<file path="config.mk">
export PLATFORM = sky130hd
export DESIGN_NAME = addsub_seq
export DESIGN_NICKNAME = d
export VERILOG_FILES = /design/src/rtl/addsub_seq.sv
export SDC_FILE = /design/constraint.sdc
export NUM_CORES = 1
export LEC_CHECK = 0
export BUFFER_PORTS_ARGS = -buffer_cell sky130_fd_sc_hd__buf_2
export CAP_MARGIN = 20
export CORE_ASPECT_RATIO = 1.2
export CORE_MARGIN = 1.5
export CORE_UTILIZATION = 58
export DETAILED_ROUTE_END_ITERATION = 10
export HOLD_SLACK_MARGIN = 0.06
export PLACE_DENSITY_LB_ADDON = 0.3
export SKIP_CTS_REPAIR_TIMING = 1
export SYNTH_ARGS = -nofsm -noshare
export SYNTH_HDL_FRONTEND = slang
export SYNTH_SLANG_ARGS = --single-unit
</file>
<file path="constraint.sdc">
create_clock -name clk -period 5.45 [get_ports clk]
set_input_delay 0.545 -clock clk [delete_from_list [all_inputs] [get_ports clk]]
set_output_delay 0.545 -clock clk [all_outputs]
set_load 0.005 [all_outputs]
</file>
<file path="src/rtl/addsub_seq.sv">
`default_nettype none
// ---------------------------------------------------------------------------
// addsub_seq : multi-cycle two's-complement adder/subtractor, CHUNK bits/clk,
//              with accumulate mode and carry/overflow/zero status flags.
// Revision   : 1.0
// ---------------------------------------------------------------------------
module addsub_seq #(
  parameter int WIDTH = 8,
  parameter int CHUNK = 2
) (
  input  logic             clk,
  input  logic             rst,
  input  logic             start,
  input  logic [WIDTH-1:0] a,
  input  logic [WIDTH-1:0] b,
  input  logic             sub,
  input  logic             acc,
  output logic             busy,
  output logic             done,
  output logic [WIDTH-1:0] s,
  output logic             cout,
  output logic             ovf,
  output logic             zero
);

  localparam int NCHUNK = WIDTH / CHUNK;
  localparam int CNT_W  = (NCHUNK > 1) ? $clog2(NCHUNK) : 1;
  localparam logic [CNT_W-1:0] LAST_CNT = CNT_W'(NCHUNK - 1);

  typedef enum logic [0:0] {
    IDLE = 1'b0,
    RUN  = 1'b1
  } state_t;

  state_t           state;
  state_t           state_nxt;

  // op_a doubles as the partial-result register: as its operand bits are
  // consumed from the bottom, finished sum chunks are shifted in at the top.
  logic [WIDTH-1:0] op_a;
  logic [WIDTH-1:0] op_b;
  logic [WIDTH-1:0] op_a_nxt;
  logic [WIDTH-1:0] op_b_nxt;
  logic             a_msb;
  logic             b_msb;
  logic             carry;
  logic [CNT_W-1:0] cnt;
  logic [CHUNK:0]   chunk_sum;
  logic             accept;
  logic             last;

  assign accept = (state == IDLE) && start;
  assign last   = (state == RUN) && (cnt == LAST_CNT);
  assign busy   = (state == RUN);

  always_comb begin
    chunk_sum = {1'b0, op_a[CHUNK-1:0]} + {1'b0, op_b[CHUNK-1:0]}
              + {{CHUNK{1'b0}}, carry};
  end

  generate
    if (CHUNK < WIDTH) begin : g_multi
      assign op_a_nxt = {chunk_sum[CHUNK-1:0], op_a[WIDTH-1:CHUNK]};
      assign op_b_nxt = {{CHUNK{1'b0}}, op_b[WIDTH-1:CHUNK]};
    end else begin : g_single
      assign op_a_nxt = chunk_sum[CHUNK-1:0];
      assign op_b_nxt = op_b;
    end
  endgenerate

  always_ff @(posedge clk) begin
    if (rst) begin
      state <= IDLE;
    end else begin
      state <= state_nxt;
    end
  end

  always_comb begin
    state_nxt = state;
    case (state)
      IDLE: if (start) state_nxt = RUN;
      RUN:  if (cnt == LAST_CNT) state_nxt = IDLE;
      default: state_nxt = IDLE;
    endcase
  end

  always_ff @(posedge clk) begin
    if (rst) begin
      op_a  <= '0;
      op_b  <= '0;
      a_msb <= 1'b0;
      b_msb <= 1'b0;
      carry <= 1'b0;
      cnt   <= '0;
      s     <= '0;
      cout  <= 1'b0;
      ovf   <= 1'b0;
      zero  <= 1'b0;
      done  <= 1'b0;
    end else begin
      done <= 1'b0;
      if (accept) begin
        op_a  <= acc ? s : a;
        op_b  <= sub ? ~b : b;
        a_msb <= acc ? s[WIDTH-1] : a[WIDTH-1];
        b_msb <= sub ? ~b[WIDTH-1] : b[WIDTH-1];
        carry <= sub;
        cnt   <= '0;
      end else if (state == RUN) begin
        op_a  <= op_a_nxt;
        op_b  <= op_b_nxt;
        carry <= chunk_sum[CHUNK];
        cnt   <= cnt + 1'b1;
        if (last) begin
          s    <= op_a_nxt;
          cout <= chunk_sum[CHUNK];
          ovf  <= (a_msb == b_msb) && (op_a_nxt[WIDTH-1] != a_msb);
          zero <= (op_a_nxt == '0);
          done <= 1'b1;
        end
      end
    end
  end

endmodule
`default_nettype wire

</file>
== Word-level counts from Yosys, hierarchy flattened ==
Index checks and enable logic that the tools add are counted.

* Memory bits (read-only): 0
* Bits in writable memories: 0
* Output and inout port bits: 13
* Memories: 0
* Latch bits: 0
* Register bits: 34
* Word-level logic and storage cells: 44

* Bitwise operators: 4
* Div/mod/pow operators: 0
* Muxes and demuxes: 14
* Shift-type cells: 0
* Eq/ne operators: 3
* $lt $le $gt $ge: 0
* Add/subtract/negate cells: 3
* Multipliers: 0
* Reduce and logical (&&, ||, !) cells: 8

{| class="wikitable"
|+ Operators with widths
! kind !! count
|-
| $mux 8 || 6
|-
| $logic_not 8->1 || 1
|-
| $not 8->8 || 1
|-
| $mux 1 || 7
|-
| $add 2x2->3 || 1
|-
| $add 3x1->3 || 1
|-
| $logic_and 1x1->1 || 3
|-
| $not 1->1 || 3
|-
| $reduce_and 3->1 || 1
|-
| $reduce_or 3->1 || 1
|-
| $add 2x1->2 const B || 1
|-
| $eq 2x2->1 const B || 1
|-
| $pmux 1 s2 || 1
|-
| $reduce_bool 2->1 || 1
|-
| $reduce_or 2->1 || 1
|-
| $eq 1x1->1 || 1
|-
| $ne 1x1->1 || 1
|}

== Longest topological paths before layout ==
* Depth after elaboration: 4
* Gate-level depth with buffers: 6
* Gate-level depth less buffers: 6

== Worst setup path after synthesis ==
No wires, ideal clock.

* Kind: reg2reg
* Start: reg op_a[0]
* End: reg ovf
* Stages on the path, launching flop included: 6
* Setup slack: 3.556 ns
* Arrival: 1.803 ns
* Library setup time: 0.091 ns
* Cells stage by stage: dfxtp_1 inv_1 fa_1 fa_1 or3_1 a311oi_1

* Longest elaborated chain between the ends: 4

{| class="wikitable"
|+ Ends and longest elaborated chain
! element !! line !! text
|-
| start, declared || 40 || <nowiki>logic [WIDTH-1:0] op_a;</nowiki>
|-
| start signal, assigned || 104 || <nowiki>op_a <= acc ? s : a;</nowiki>
|-
| start signal, assigned || 111 || <nowiki>op_a <= op_a_nxt;</nowiki>
|-
| $add 2x2->3 || 57 || <nowiki>chunk_sum = {1'b0, op_a[CHUNK-1:0]} + {1'b0, op_b[CHUNK-1:0]}</nowiki>
|-
| $add 3x1->3 || 58 || <nowiki>+ {{CHUNK{1'b0}}, carry};</nowiki>
|-
| $ne 1x1->1 || 118 || <nowiki>ovf <= (a_msb == b_msb) && (op_a_nxt[WIDTH-1] != a_msb);</nowiki>
|-
| $logic_and 1x1->1 || 118 ||
|-
| end signal, assigned || 118 ||
|-
| end, declared || 22 || <nowiki>output logic ovf,</nowiki>
|}

Every way passes these cells.
A chain may end at the register's enable or synchronous reset.

== Worst setup path after layout ==
Ends and elaborated chain as after synthesis.

==> metrics list <==
* Run status: finished, final reports clean
- Critical-path maximum fanout: 5
- Timing startpoint of the critical path: op_a[0]
- A synthesized cell averages 8.71 um2.
- The max-slew violation count is 0.
- During placement, the flow inserted port buffers numbering 33.
* Die outline height: 61.4 um
- Counting every net in the synthesized netlist gives 213.
- Max-Cap Viols: 0
* Root buffer cell: sky130_fd_sc_hd__clkbuf_4
- IR analysis of the VDD net gives a maximum drop of 0.000199 V.
- Worst hold-check slack: 0.464 ns
* Startpoint of the worst hold path: op_b[5]
* Bufs and invs on worst path: 1
- The analysis attributes to cell leakage a power of 0.745 nW.
- Hold Path Stages: 2
- STA puts the critical path data required time at 5.71 ns.
- In the routed layout, each cell is associated on average with a via count of 5.42.
- Via count of the first global-routing pass: 1,162
- Effective utilization at floorplan: 59.7%
* Final number of hold-violating endpoints: 0
- Number of levels in the clock H-tree: 2
- In the final routing, the length of wire on met1 measures 1250 um.
- Entering global routing, the biggest net connects 41 pins.
- Headroom to the max-slew limit came out at 60.1%.
* Clock tree from TritonCTS: done
- Post-route clock skew: 0.00526 ns
- Critical path's largest stage delay: 0.52 ns
- Net count, final: 238
- Global routing used 21.4% of the available tracks across all layers.
* Placeable core region: 0.00276 mm2
* Number of optimization iterations in the first detailed-route pass: 4
- Pin slew with the least headroom to its limit: 0.599 ns
- Post-DR wirelength/cell: 12.5 um
- The number of antenna violations at the first check in global routing was 0.
- Most frequent CP cell: sky130_fd_sc_hd__fa_1
- The tightest min-delay check is of the reg2reg type.
- In the final layout, the share of cells above drive strength 1 is 19.2%.
- Setup repair after global routing left no endpoint under its margin.
- Share of flip-flops with an asynchronous set or reset: 0%
- Met3 Routed Length: 192 um
* Count of unresolved DRC violations after routing: 0
* Routed wire length: 3100 um
* Std-Cell Rows: 21
* DRT antenna net count: 0
- In this run the cell area of the synthesized design comes to 0.00165 mm2.
- Final critical-path share of the clock period: 37.6%
* Sequential area share after synthesis: 41.3%
- P&R area growth vs syn: 9.19%
- Wire segments on met2 add up to 1600 um in the final route.
* PD cells: 268 mW/mm2
- The cell family contributing the most delay on the critical path is adder cells.
- Ys flop type: sky130_fd_sc_hd__dfxtp_1
- Antenna Diode Count: 0
* Critical setup path kind: reg2reg
* Full die area: 0.00317 mm2
- Sorting the synthesized cells by area gives the leading types as sky130_fd_sc_hd__dfxtp_1 (41%), sky130_fd_sc_hd__a211o_1 (7.4%), sky130_fd_sc_hd__a21oi_1 (6.7%).
* I/O pin cnt: 34
- Clock-pin slew was measured on the worst setup and hold paths at 0.10 ns.
- The critical path crosses 5 cells after its start point.
* Filler cells: 233
- Ranked by instance count, the synthesized netlist is headed by sky130_fd_sc_hd__dfxtp_1 (34), sky130_fd_sc_hd__nand2_1 (26), sky130_fd_sc_hd__nor2_1 (26), sky130_fd_sc_hd__a21oi_1 (22), sky130_fd_sc_hd__a211o_1 (14).
- Sink count of the clock tree: 34
- Post-synthesis cell type with the largest combined area: sky130_fd_sc_hd__dfxtp_1
- At the later pin of the worst-skew pair, clock insertion delay measures 0.34 ns.
* Instance count of the mapped netlist: 189
- In this run, synthesis produced a sequential element count of 34.
* Startpoint class of the critical path: flip-flop
- Setup violations remaining at the end of the flow were counted as 0.
* Register-to-Register Path Depth: 5
- Summed over all layers, the global routing overflow is 0.
* Uppermost routed layer: met4
* Worst R2R End: ovf
- Total power after layout: 0.482 mW
- The number of clock buffers added by TritonCTS is 5.
* Critical Path, Cell by Cell: inv_1 > fa_1 > fa_1 > or3_1 > a311oi_1
- RD Place Congestion: 0.764
* Worst reg2reg path startpoint: op_a[0]
* Library cells used by synthesis: 29
* Accumulated negative setup slack: 0 ns
* Register-to-register setup slack: 3.40 ns
- Among all cell types in the netlist, the one instantiated most often is sky130_fd_sc_hd__dfxtp_1.
* Crit path max-delay cell type: sky130_fd_sc_hd__fa_1
- Derived from the worst setup path, the maximum achievable clock frequency is 488 MHz.
* Crit end category: flip-flop
- Die width: 51.6 um
- Synthesis Warnings: 0
* First-pass GRT wire length: 4860 um
- DPL Wire Length: 2130 um
* CTS max path bufs: 2
- Total via count after detailed routing: 1,344
* Data arrival, critical path: 2.31 ns
- The clock period could shrink to 2.05 ns.
- Number of flops mapped to enable cells by yosys: 0
- For hold timing, the worst endpoint is op_b[3].
* Area share of the leading cell type in the synthesized netlist: 41.3%
- In this run, the number of DRC markers left after iteration 0 of detailed routing was 35.
cell type report:
| class | instances | area [um2] | share of cell area (%) |
|---|---|---|---|
| Clock buffer | 7 | 45.0 | 2.51 |
| Inverter | 7 | 26.3 | 1.46 |
| Multi-Input combinational cell | 132 | 811 | 45.1 |
| Sequential cell | 34 | 681 | 37.9 |
| Tap cell | 34 | 42.5 | 2.37 |
| Timing Repair Buffer | 34 | 193 | 10.7 |
state kept, by name (all words and copies together) (netlist names):
signal	cells
b_msb	1
busy	1
a_msb	1
done	1
op_b	8
cnt	2
op_a	8
s	8
ovf	1
carry	1
cout	1
zero	1
placed cells by master (no fill, tap or decap), types with 2 or more instances in the layout:
cell type,synthesis,layout
sky130_fd_sc_hd__fa_1,2,2
sky130_fd_sc_hd__clkbuf_4,1,5
sky130_fd_sc_hd__dfxtp_1,34,34
sky130_fd_sc_hd__a21oi_1,22,22
sky130_fd_sc_hd__inv_1,7,7
sky130_fd_sc_hd__nand2b_1,2,2
sky130_fd_sc_hd__a211o_1,14,14
sky130_fd_sc_hd__nor3b_1,2,2
sky130_fd_sc_hd__xnor2_1,8,8
sky130_fd_sc_hd__nand3_1,2,2
sky130_fd_sc_hd__clkbuf_1,2,2
sky130_fd_sc_hd__a211oi_1,9,9
sky130_fd_sc_hd__buf_2,3,33
sky130_fd_sc_hd__mux2i_1,8,8
sky130_fd_sc_hd__a21oi_2,2,2
sky130_fd_sc_hd__nand2_1,26,26
sky130_fd_sc_hd__nor2_1,26,26
metrics by stage:
stage | std cells | util (%) | setup slack, ns | cell area, um2
after floorplan | 189 | - | 3.56 | 1650
after global placement | 240 | 62.5 | 3.44 | 1730
after detailed placement | 240 | 62.5 | 3.37 | 1730
after CTS | 247 | 64.2 | 3.13 | 1770
after global routing | 248 | 65.2 | 3.29 | 1800
final | 248 | 65.2 | 3.40 | 1800
metal layers:
layer | vias to the layer above | track usage (%)
met5 | - | 0
met4 | 0 | 11.3
met2 | 38 | 38.6
met3 | 7 | 8.25
li1 | 689 | -
met1 | 610 | 21.3
how the worst max path moves through the flow:
stage	end	slack [ns]
floorplan	ovf	3.56
global placement	ovf	3.44
detailed placement	ovf	3.37
CTS	busy	3.13
global route	ovf	3.29
finish	ovf	3.40
where the power goes:
| group | switching, mW | leakage, nW | internal [mW] | total, mW |
|---|---|---|---|---|
| combinational | 0.0404 | 0.442 | 0.0397 | 0.0801 |
| sequential | 0.0106 | 0.278 | 0.262 | 0.272 |
| clock | 0.0806 | 0.0254 | 0.0486 | 0.129 |
| total | 0.132 | 0.745 | 0.350 | 0.482 |
cell families after synthesis:
group                    count (synthesis)  share of synthesized area [%]
adder cells (fa/ha/maj)                  3                           3.19
AO/OA/AOI/OAI                           48                           19.8
multiplexers                             8                           4.86
XOR/XNOR                                 8                           4.26
flip-flops                              34                           41.3
AND/OR/NAND/NOR                         65                           17.1
buffers and inverters                   23                           9.42
worst register-to-register path: stages, from the launching register on:
cell	delay [ns]
sky130_fd_sc_hd__dfxtp_1	0.36
sky130_fd_sc_hd__inv_1	0.07
sky130_fd_sc_hd__fa_1	0.43
sky130_fd_sc_hd__fa_1	0.52
sky130_fd_sc_hd__or3_1	0.33
sky130_fd_sc_hd__a311oi_1	0.26
Note: power is estimated with default switching activity, not from simulation.
